[src/rtl/seq_divider8.sv]
// Sequential signed/unsigned restoring divider for the lab board: LoadA loads the dividend,
// Run latches the divisor and iterates one shift-subtract step per clock.
module seq_divider8 #(
  parameter int WIDTH  = 8,
  parameter bit SIGNED = 1'b1
) (
  input  logic             Clk,
  input  logic             Reset,
  input  logic             LoadA,
  input  logic             Run,
  input  logic [WIDTH-1:0] S,
  output logic [WIDTH-1:0] Qval,
  output logic [WIDTH-1:0] Rval,
  output logic             Busy,
  output logic             Done,
  output logic             DivZero,
  output logic             Ovf,
  output logic [6:0]       QhexU,
  output logic [6:0]       QhexL,
  output logic [6:0]       RhexU,
  output logic [6:0]       RhexL
);

  localparam int CW = (WIDTH > 1) ? $clog2(WIDTH) : 1;
  localparam logic [WIDTH-1:0] MIN_VAL = {1'b1, {(WIDTH-1){1'b0}}};

  typedef enum logic [2:0] {IDLE, SETUP, ITER, FIXUP, HOLD} state_t;

  state_t           state_q, state_d;
  logic [WIDTH-1:0] dvd_q, dvd_d;
  logic [WIDTH-1:0] dvs_q, dvs_d;
  logic [WIDTH:0]   dmag_q, dmag_d;
  logic [WIDTH:0]   qmag_q, qmag_d;
  logic [WIDTH:0]   r_q, r_d;
  logic [CW-1:0]    cnt_q, cnt_d;
  logic             sq_q, sq_d, sr_q, sr_d;
  logic [WIDTH-1:0] qval_q, qval_d, rval_q, rval_d;
  logic             done_q, done_d, divzero_q, divzero_d, ovf_q, ovf_d;
  logic [6:0]       qhexu_q, qhexu_d, qhexl_q, qhexl_d, rhexu_q, rhexu_d, rhexl_q, rhexl_d;

  logic             dvd_neg, s_neg, ovf_hit;
  logic [WIDTH:0]   r_shift;
  logic [WIDTH+1:0] trial;
  logic [WIDTH:0]   qneg, rneg;

  // One extra bit so that the magnitude of the most negative operand fits.
  function automatic logic [WIDTH:0] magnitude(input logic [WIDTH-1:0] v, input logic neg);
    logic [WIDTH:0] ext;
    ext = {neg, v};
    return neg ? ((WIDTH+1)'(0) - ext) : ext;
  endfunction

  function automatic logic [6:0] hex7(input logic [3:0] n);
    case (n)
      4'h0: return 7'b1000000;  4'h1: return 7'b1111001;
      4'h2: return 7'b0100100;  4'h3: return 7'b0110000;
      4'h4: return 7'b0011001;  4'h5: return 7'b0010010;
      4'h6: return 7'b0000010;  4'h7: return 7'b1111000;
      4'h8: return 7'b0000000;  4'h9: return 7'b0010000;
      4'hA: return 7'b0001000;  4'hB: return 7'b0000011;
      4'hC: return 7'b1000110;  4'hD: return 7'b0100001;
      4'hE: return 7'b0000110;  default: return 7'b0001110;
    endcase
  endfunction

  always_comb begin
    state_d   = state_q;
    dvd_d     = dvd_q;
    dvs_d     = dvs_q;
    dmag_d    = dmag_q;
    qmag_d    = qmag_q;
    r_d       = r_q;
    cnt_d     = cnt_q;
    sq_d      = sq_q;
    sr_d      = sr_q;
    qval_d    = qval_q;
    rval_d    = rval_q;
    done_d    = done_q;
    divzero_d = divzero_q;
    ovf_d     = ovf_q;
    dvd_neg   = SIGNED ? dvd_q[WIDTH-1] : 1'b0;
    s_neg     = SIGNED ? S[WIDTH-1] : 1'b0;
    r_shift   = {r_q[WIDTH-1:0], qmag_q[WIDTH-1]};
    trial     = {1'b0, r_shift} - {1'b0, dmag_q};
    qneg      = (WIDTH+1)'(0) - qmag_q;
    rneg      = (WIDTH+1)'(0) - r_q;
    ovf_hit   = SIGNED && (dvd_q == MIN_VAL) && (dvs_q == {WIDTH{1'b1}});

    case (state_q)
      IDLE: begin
        // A simultaneous LoadA wins; a still-held Run starts on the following edge.
        if (!LoadA) begin
          dvd_d = S;
        end else if (!Run) begin
          state_d = SETUP;
          done_d  = 1'b0;
        end
      end
      SETUP: begin
        dvs_d  = S;
        sq_d   = dvd_neg ^ s_neg;
        sr_d   = dvd_neg;
        qmag_d = magnitude(dvd_q, dvd_neg);
        dmag_d = magnitude(S, s_neg);
        r_d    = '0;
        cnt_d  = '0;
        if (S == '0) begin
          state_d   = HOLD;
          qval_d    = '1;
          rval_d    = dvd_q;
          divzero_d = 1'b1;
          ovf_d     = 1'b0;
          done_d    = 1'b1;
        end else begin
          state_d   = ITER;
          divzero_d = 1'b0;
        end
      end
      ITER: begin
        r_d    = trial[WIDTH+1] ? r_shift : trial[WIDTH:0];
        qmag_d = {1'b0, qmag_q[WIDTH-2:0], ~trial[WIDTH+1]};
        cnt_d  = cnt_q + CW'(1);
        if (cnt_q == CW'(WIDTH-1)) state_d = FIXUP;
      end
      FIXUP: begin
        qval_d = ovf_hit ? MIN_VAL : (sq_q ? qneg[WIDTH-1:0] : qmag_q[WIDTH-1:0]);
        rval_d = ovf_hit ? '0 : (sr_q ? rneg[WIDTH-1:0] : r_q[WIDTH-1:0]);
        ovf_d  = ovf_hit;
        dvd_d  = qval_d;
        done_d = 1'b1;
        state_d = HOLD;
      end
      HOLD: begin
        if (Run) state_d = IDLE;
      end
      default: state_d = IDLE;
    endcase

    qhexu_d = hex7(qval_q[WIDTH-1 -: 4]);
    qhexl_d = hex7(qval_q[3:0]);
    rhexu_d = hex7(rval_q[WIDTH-1 -: 4]);
    rhexl_d = hex7(rval_q[3:0]);
  end

  always_ff @(posedge Clk) begin
    if (!Reset) begin
      state_q   <= IDLE;
      dvd_q     <= '0;
      dvs_q     <= '0;
      dmag_q    <= '0;
      qmag_q    <= '0;
      r_q       <= '0;
      cnt_q     <= '0;
      sq_q      <= 1'b0;
      sr_q      <= 1'b0;
      qval_q    <= '0;
      rval_q    <= '0;
      done_q    <= 1'b0;
      divzero_q <= 1'b0;
      ovf_q     <= 1'b0;
    end else begin
      state_q   <= state_d;
      dvd_q     <= dvd_d;
      dvs_q     <= dvs_d;
      dmag_q    <= dmag_d;
      qmag_q    <= qmag_d;
      r_q       <= r_d;
      cnt_q     <= cnt_d;
      sq_q      <= sq_d;
      sr_q      <= sr_d;
      qval_q    <= qval_d;
      rval_q    <= rval_d;
      done_q    <= done_d;
      divzero_q <= divzero_d;
      ovf_q     <= ovf_d;
    end
  end

  // Display registers trail Qval/Rval by one edge, so they settle to 0 one edge after reset.
  always_ff @(posedge Clk) begin
    qhexu_q <= qhexu_d;
    qhexl_q <= qhexl_d;
    rhexu_q <= rhexu_d;
    rhexl_q <= rhexl_d;
  end

  assign Qval    = qval_q;
  assign Rval    = rval_q;
  assign Busy    = (state_q == SETUP) || (state_q == ITER) || (state_q == FIXUP);
  assign Done    = done_q;
  assign DivZero = divzero_q;
  assign Ovf     = ovf_q;
  assign QhexU   = qhexu_q;
  assign QhexL   = qhexl_q;
  assign RhexU   = rhexu_q;
  assign RhexL   = rhexl_q;

endmodule

[config.mk]
export PLATFORM = sky130hd
export DESIGN_NAME = seq_divider8
export DESIGN_NICKNAME = d
export VERILOG_FILES = /design/src/rtl/seq_divider8.sv
export SDC_FILE = /design/constraint.sdc
export NUM_CORES = 1
export LEC_CHECK = 0
export BUFFER_PORTS_ARGS = -buffer_cell sky130_fd_sc_hd__buf_4
export CORE_MARGIN = 3
export CORE_UTILIZATION = 35
export CTS_CLUSTER_SIZE = 10
export DETAILED_ROUTE_END_ITERATION = 6
export SLEW_MARGIN = 20
export SYNTH_ARGS = -nofsm -noshare
export SYNTH_HDL_FRONTEND = slang
export SYNTH_SLANG_ARGS = --single-unit
[constraint.sdc]
create_clock -name Clk -period 2.45 [get_ports Clk]
set_clock_uncertainty 0.2 [all_clocks]
set_input_delay 0.1225 -clock Clk [delete_from_list [all_inputs] [get_ports Clk]]
set_output_delay 0.1225 -clock Clk [all_outputs]
set_load 0.005 [all_outputs]
After elaboration in Yosys (flattened, before gate mapping)
Memories as Yosys holds them, arrays and structs flattened. A register that Yosys moved wholly into a read port is not among the register bits.
Cells that the tools add are included.
Word-level totals
  ROM bits: 448
  memories kept: 4
  flip-flop bits (word level): 68
  input bits: 12
Operators by class
  muxes and demuxes: 29
  equal/unequal tests: 13
  reductions and logical operators: 13
  bitwise logic cells: 2
  add/sub/neg operators: 6
Memories
  (name not given): depth 16, width 7, read ports 1, clocked after Yosys merged registers in 1, write ports 0, line 54  | case (n)
  (name not given): depth 16, width 7, read ports 1, clocked after Yosys merged registers in 1, write ports 0, line 54
  (name not given): depth 16, width 7, read ports 1, clocked after Yosys merged registers in 1, write ports 0, line 54
  (name not given): depth 16, width 7, read ports 1, clocked after Yosys merged registers in 1, write ports 0, line 54
Operators with widths (number)
  $pmux W8 S2: 5
  $mux W8: 9
  $sub A1 B8 Y8 const A: 3
  $eq A8 B8 Y1 const B: 2
  $mux W3: 5
  $pmux W3 S5: 1
  $ne A2 B2 Y1 const B: 6
  $sub A9 B9 Y10: 1
  $mux W9: 1
  $sub A1 B8 Y9 const A: 1
  $logic_not A8 Y1: 1
  $reduce_and A4 Y1: 2
  $eq A3 B2 Y1 const B: 2
  $eq A3 B3 Y1 const B: 2
  $pmux W3 S2: 1
  $reduce_bool A2 Y1: 3
  $mux W1: 5
  $reduce_and A2 Y1: 2
  $add A3 B1 Y3 const B: 1
  $eq A3 B1 Y1 const B: 1
  $logic_not A3 Y1: 1
  $pmux W1 S3: 1
  $reduce_bool A3 Y1: 1
  $logic_or A1 B1 Y1: 2
  other kinds (4): 4

Logic depth before layout (Yosys ltp)
Gate-level depths: netlist of run 1.
  word-level depth: 4
  mapped depth: 9
  mapped depth without buffers: 9

Least setup slack after synthesis of run 1
No wires, ideal clock.
  path kind: reg2reg
  start: register qmag_q[7]
  end: register r_q[6]
  setup time: 79 ps
  setup slack: 345 ps
  arrival time: 1826 ps
  stages on the path, launching flop included: 10
  path buffers: 0
  cell sequence: dfxtp_1 > inv_1 > ha_1 > inv_1 > fa_1 > a211o_1 > a2111oi_0 > nand3b_1 > o211ai_1 > o211ai_1
Between the ends
  cells in the longest elaborated chain, start to end: 3
RTL lines
  start: declaration: line 33  | logic [WIDTH:0] qmag_q, qmag_d;
  start signal: assignment: line 166  | qmag_q <= qmag_d;
  $sub A9 B9 Y10: line 84  | trial = {1'b0, r_shift} - {1'b0, dmag_q};
  $mux W8: line 120  | r_d = trial[WIDTH+1] ? r_shift : trial[WIDTH:0];
  $pmux W8 S2: line 89  | case (state_q)
  end signal: assignment: line 167  | r_q <= r_d;
  end: declaration: line 34  | logic [WIDTH:0] r_q, r_d;
Every way passes these cells.
A chain may end at the register's enable or synchronous reset.

Worst setup path after layout of run 1
  start: register dvd_q[2]
  end: register rval_q[2], in the netlist Rval[2]
Between the ends
  cells in the longest elaborated chain, start to end: 4
  elaborated cells on any way between the ends: 5
  classes of those cells: eq/ne: 1; mux: 3; reduce/logical: 1
RTL lines
  start: declaration: line 30  | logic [WIDTH-1:0] dvd_q, dvd_d;
  start signal: assignment: line 163  | dvd_q <= dvd_d;
  $eq A8 B8 Y1: line 87  | ovf_hit = SIGNED && (dvd_q == MIN_VAL) && (dvs_q == {WIDTH{1'b1}});
  $logic_and A1 B1 Y1: line 87
  $mux W8: line 127  | rval_d = ovf_hit ? '0 : (sr_q ? rneg[WIDTH-1:0] : r_q[WIDTH-1:0]);
  $pmux W8 S2 *: line 89
  end signal: assignment: line 172  | rval_q <= rval_d;
  end: declaration: line 37  | logic [WIDTH-1:0] qval_q, qval_d, rval_q, rval_d;
Every way passes the cells marked *; elsewhere a longest branch is shown, timed or not. The select of a mux whose other input is x is not followed.

==> impl_metrics.env, run 1 <==
export IMPL_status="completed"
export IMPL_ir_drop_mv=0.370
export IMPL_viasPerCell=5.29
export IMPL_max_clock_path_buffers=2
export IMPL_nets=733
export IMPL_cts_buffers=9
export IMPL_synth_area_leaders="dfxtp_1 37%, ha_1 9.5%, nand2_1 5.6%, nor2_1 3.9%, a21oi_1 3.9%"
export IMPL_r2r_end="Rval[2]"
export IMPL_hold_class="input pin to flip-flop"
export IMPL_reg2reg_from="dvd_q[2]"
export IMPL_startpoint_type="flip-flop"
export IMPL_slew_viol_final=0
export IMPL_cts_root_buf="clkbuf_16"
export IMPL_row_count=43
export IMPL_synth_edf_count=0
export IMPL_die_area_um2=16200
export IMPL_wl_mm=13.0
export IMPL_grt_pass1_vias=4195
export IMPL_whs_ns=0.0102
export IMPL_critPathKind="flip-flop to flip-flop"
export IMPL_grt_overflow=0
export IMPL_finalCritPeriodShare_pct=92.7
export IMPL_synth_top_area_share_pct=36.8
export IMPL_ys_flop_type="dfxtp_1"
export IMPL_holdPathEnd="Done"
export IMPL_first_pass_iters=5
export IMPL_worstPathArrival_ns=2.30
export IMPL_required_ns=2.48
export IMPL_grt_usage_pct=16.3
export IMPL_grt_max_degree=37
export IMPL_portBuffers=59
export IMPL_final_area_um2=6280
export IMPL_ys_seq_elements=95
export IMPL_ios=60
export IMPL_critPathCaptureType="flip-flop"
export IMPL_wl_per_cell_um=15.0
export IMPL_netlist_instances=613
export IMPL_seq_area_frac_synth_pct=36.8
export IMPL_yosys_warnings=0
export IMPL_power_density_nw_per_um2=562
export IMPL_floorplan_initialDensity_pct=36.5
export IMPL_yosysTopAreaCell="dfxtp_1"
export IMPL_clock_latency_ns=0.34
export IMPL_antenna_found_initial=0
export IMPL_place_area_um2=5850
export IMPL_hold_start="LoadA"
export IMPL_slew_headroom_pct=50.1
export IMPL_cts_sinks=95
export IMPL_grt_pass1_wl_mm=21.5
export IMPL_n_antenna_cell=0
export IMPL_finalNonFillerCells=866
export IMPL_yosysMostFrequentCell="dfxtp_1"
export IMPL_r2r_slack_ns=0.18
export IMPL_fin_crit_ns=2.27
export IMPL_path_max_fanout=10
export IMPL_dr_first_iter_drc_count=361
export IMPL_cts_setup_buffers=0
export IMPL_synth_cell_types=54
export IMPL_setup_viol=0
export IMPL_r2r_worst_path_cells=5
export IMPL_area_delta_synth_final_pct=21.6
export IMPL_hold_path_depth=4
export IMPL_leakage_nw=2.48
export IMPL_dp_hpwl_mm=9.81
export IMPL_num_vias=4579
export IMPL_ant_nets=0
export IMPL_tightest_slew_ns=0.743
export IMPL_setup_tns_ns=0
export IMPL_tritoncts="built"
export IMPL_cap_violations=0
export IMPL_async_flop_share_pct=0
export IMPL_netlist_area_um2=5160
export IMPL_hold_viol=0
export IMPL_die_h_um=127
export IMPL_max_freq_mhz=440
export IMPL_synth_fp_nets=665
export IMPL_die_x_um=127
export IMPL_yosys_top_cells_count="95 x dfxtp_1, 77 x nand2_1, 54 x nor2_1, 40 x a21oi_1, 39 x ha_1"
export IMPL_n_fill_cell=1405
export IMPL_layout_drive_gt1_share_pct=16.2
export IMPL_core_area_um2=14100
export IMPL_cts_clk_slew_worst_paths_ns=0.07
export IMPL_dpl_cell_count=840
export IMPL_synth_area_per_cell_um2=8.42
export IMPL_drc_errors=0
export IMPL_globalplace_congestion=0.922
export IMPL_htreeDepth=3
[cells by family (layout without fill, tap and decap cells)]
kind of cell    Yosys count  count (layout)  synth area share (%)
compound gates          171             171                  22.1
xor+xnor                 26              26                  4.41
fa+ha+maj                40              40                  9.84
buf+inv                  66             139                  5.02
flops                    95              95                  36.8
mux                      13              13                  3.01
simple gates            202             202                  18.8
[state kept, by name (all words and copies together) (netlist names)]
name and flops:
dmag_q 8, Ovf 1, qmag_q 8, dvd_q 8, r_q 8, cnt_q 3
RhexL 7, dvs_q 8, Rval 8, state_q 3, QhexL 7, Done 1
sr_q 1, RhexU 7, sq_q 1, Qval 8, DivZero 1, QhexU 7
[repair_timing]
| item | 4_1_cts | 5_1_grt |
|---|---|---|
| setup endpoints to repair | 0 | 8 |
| hold buffers | 10 | 0 |
| endpoints found under the hold margin | 29 | 0 |
| gates resized for setup | 0 | 5 |
[stage by stage]
| step | power (mW) | util, % | worst slack (ns) |
|---|---|---|---|
| 2_1_floorplan | 1.96 | - | 0.345 |
| 3_3_place_gp | 2.12 | 41.4 | 0.209 |
| 3_5_place_dp | 2.12 | 41.4 | 0.181 |
| 4_1_cts | 3.55 | 44.2 | 0.151 |
| 5_1_grt | 3.68 | 44.4 | -0.0125 |
| 6_report | 3.53 | 44.4 | 0.179 |
[how the worst max path moves through the flow]
stage,start,to,cells after the start
after global routing,qmag_q[7],r_q[6],9
final,dvd_q[2],Rval[2],5
after floorplan,qmag_q[7],r_q[6],9
after CTS,qmag_q[7],r_q[6],9
after detailed placement,qmag_q[7],r_q[6],9
after global placement,qmag_q[7],r_q[6],9
[power by group]
part	internal [mW]	total, mW	switching, mW
logic	0.209	0.471	0.262
clock network	0.819	1.42	0.597
registers	1.59	1.64	0.0499
[placed cells by master (no fill, tap or decap), types with 11 or more instances in the layout]
master / n
ha_1: 39
nand2_1: 77
a221oi_1: 11
inv_1: 33
nor2_1: 54
a211oi_1: 13
nand2b_1: 12
xnor2_1: 16
buf_4: 80
o21ai_0: 38
mux2i_1: 11
nor2b_1: 11
a21oi_1: 40
dfxtp_1: 95
[metal layers]
| metal | part of all wire (%) | global-route usage, % | routed length (um) |
|---|---|---|---|
| met5 | 0 | 0 | 0 |
| met4 | 2.3 | 5.62 | 299 |
| met3 | 6.0 | 3.18 | 786 |
| met2 | 43 | 24.6 | 5580 |
| met1 | 49 | 23.2 | 6330 |
[cell type report]
cell class | count | area (um2) | area share [%]
Sequential cell | 95 | 1900 | 30.3
Clock buffer | 11 | 243 | 3.87
Clock inverter | 5 | 57.6 | 0.917
Multi-Input combinational cell | 452 | 3020 | 48.2
Tap cell | 180 | 225 | 3.59
Timing Repair Buffer | 90 | 701 | 11.2
Inverter | 33 | 124 | 1.97
[critical path, stage by stage (launching register included)]
cell and delay [ns]:
dfxtp_1 0.37, or3_4 0.44, or3_4 0.40, o21a_1 0.31, a221oi_1 0.35, nor2_1 0.08
Note: power is estimated with default switching activity, not from simulation.
==> inputs of run 2 (changes only) <==
CORE_UTILIZATION = 40   (was 35)
==> impl_metrics.env, run 2 (synthesis results as in run 1) <==
export IMPL_first_pass_iters=5
export IMPL_clock_latency_ns=0.35
export IMPL_finalCritPeriodShare_pct=93.4
export IMPL_die_h_um=120
export IMPL_grt_usage_pct=18.8
export IMPL_swShare_pct=25.4
export IMPL_htreeDepth=3
export IMPL_slowest_stage="or3_4"
export IMPL_cts_buffers=9
export IMPL_crit_family="simple AND/OR/NAND/NOR gates"
export IMPL_row_count=40
export IMPL_crit_buf_inv=0
export IMPL_leakage_nw=2.47
export IMPL_critPathKind="flip-flop to flip-flop"
export IMPL_dr_first_iter_drc_count=429
export IMPL_final_util_pct=50.7
export IMPL_portBuffers=59
export IMPL_path_max_fanout=10
export IMPL_critPathCaptureType="flip-flop"
export IMPL_ant_nets=0
export IMPL_internal_power_mw=2.64
export IMPL_max_clock_path_buffers=2
export IMPL_power_density_nw_per_um2=567
export IMPL_hold_class="input pin to flip-flop"
export IMPL_cp_common_cell="or3_4"
export IMPL_clockPowerShare_pct=40.6
export IMPL_grt_overflow=0
export IMPL_die_area_um2=14300
export IMPL_path_cells="or3_4, or3_4, o21a_1, a221oi_1, a211oi_1"
export IMPL_core_area_um2=12300
export IMPL_fin_crit_ns=2.29
export IMPL_setup_tns_ns=0
export IMPL_final_common_cell="dfxtp_1"
export IMPL_num_vias=4580
export IMPL_grt_setup_unrepaired="no"
export IMPL_cap_violations=0
export IMPL_cts_clk_slew_worst_paths_ns=0.06
export IMPL_wl_mm=13.1
export IMPL_required_ns=2.45
export IMPL_grt_pass1_vias=4206
export IMPL_nets=731
export IMPL_viasPerCell=5.38
export IMPL_dp_hpwl_mm=9.82
export IMPL_slew_viol_final=0
export IMPL_antenna_found_initial=0
export IMPL_ir_drop_mv=0.324
export IMPL_ios=60
export IMPL_cts_root_buf="clkbuf_16"
export IMPL_worstPathArrival_ns=2.29
export IMPL_status="completed"
export IMPL_finalNonFillerCells=852
export IMPL_floorplan_initialDensity_pct=41.9
export IMPL_startpoint_type="flip-flop"
export IMPL_final_cell_mix="95 x dfxtp_1, 78 x buf_4, 77 x nand2_1"
export IMPL_layout_drive_gt1_share_pct=15.8
export IMPL_net_switching_power_uw=901
export IMPL_dpl_cell_count=826
export IMPL_r2r_slack_ns=0.16
export IMPL_cts_setup_buffers=0
export IMPL_die_x_um=120
export IMPL_wl_per_cell_um=15.4
export IMPL_area_delta_synth_final_pct=21.0
export IMPL_tritoncts="built"
export IMPL_drc_errors=0
export IMPL_globalplace_congestion=0.915
export IMPL_slew_headroom_pct=46.7
export IMPL_cp_slowest_stage_delay_ns=0.43
export IMPL_n_antenna_cell=0
export IMPL_final_area_um2=6240
export IMPL_grt_max_degree=33
export IMPL_pwr_share_seq_pct=46.3
export IMPL_grt_pass1_wl_mm=21.7
export IMPL_cts_sinks=95
export IMPL_setup_viol=0
export IMPL_max_freq_mhz=437
export IMPL_place_area_um2=5820
export IMPL_tightest_slew_ns=0.794
export IMPL_hold_viol=0
export IMPL_comb_power_share_pct=13.1
[run 2: cell types whose count changed in the layout (fill, tap and decap cells not counted), sizes merged]
cell	delta
buf	-2
clkinvlp	+2
clkinv	-3
clkbuf	+1
[run 2: through the flow]
stage                     power (mW)  hold WS (ns)  setup slack [ns]
after CTS                       3.57        0.0249             0.151
final                           3.54        0.0229             0.161
after global routing            3.73        0.0569            0.0381
after floorplan                 1.96        0.0585             0.345
after detailed placement        2.12         0.207             0.157
after global placement          2.11         0.210             0.223
[run 2: tightest hold or removal path: cells and delay by family]
| family | cells | cell delay [ns] |
|---|---|---|
| AOI/OAI and AO/OA | 2 | 0.20 |
| buffers and inverters | 1 | 0.11 |
| and+or+nand+nor | 1 | 0.09 |
[run 2: cell type report]
| cell class | instances | area (um2) |
|---|---|---|
| multi-input combinational | 452 | 3010 |
| inverter | 33 | 124 |
| fill | 1180 | 6070 |
| clock buffer | 12 | 256 |
| sequential | 95 | 1900 |
| clock inverter | 4 | 53.8 |
| timing repair buffer | 88 | 686 |
| tap | 168 | 210 |
[run 2: repair_timing]
item                                    in CTS  in global routing
resized for setup                            0                  3
endpoints found under the hold margin       30                  0
endpoints found under the setup margin       0                  2
hold buffers                                10                  0
[run 2: path summary, 6_finish.rpt]
| kind | start | end | depth (start not counted) |
|---|---|---|---|
| worst max register to register | dvd_q[2] | Rval[0] | 5 |
| worst min-delay path | LoadA | Done | 4 |
| worst min register to register | dvs_q[4] | dvs_q[4] | 2 |
| worst max-delay path | dvd_q[2] | Rval[0] | 5 |
[run 2: power groups by stage]
stage | logic [mW] | registers [mW] | clock network, mW
after detailed placement | 0.443 | 1.67 | 0
after global placement | 0.442 | 1.67 | 0
after global routing | 0.517 | 1.65 | 1.57
after CTS | 0.460 | 1.64 | 1.48
after floorplan | 0.300 | 1.66 | 0
final | 0.466 | 1.64 | 1.44
[run 2: metal layers]
metal | wire length (um) | global-route usage (%) | vias up | part of all wire (%)
met5 | 0 | 0 | - | 0
met4 | 516 | 9.38 | 0 | 3.9
met3 | 728 | 3.53 | 37 | 5.5
met2 | 5880 | 29.1 | 136 | 45
met1 | 6000 | 25.2 | 2108 | 46
li1 | - | - | 2299 | -
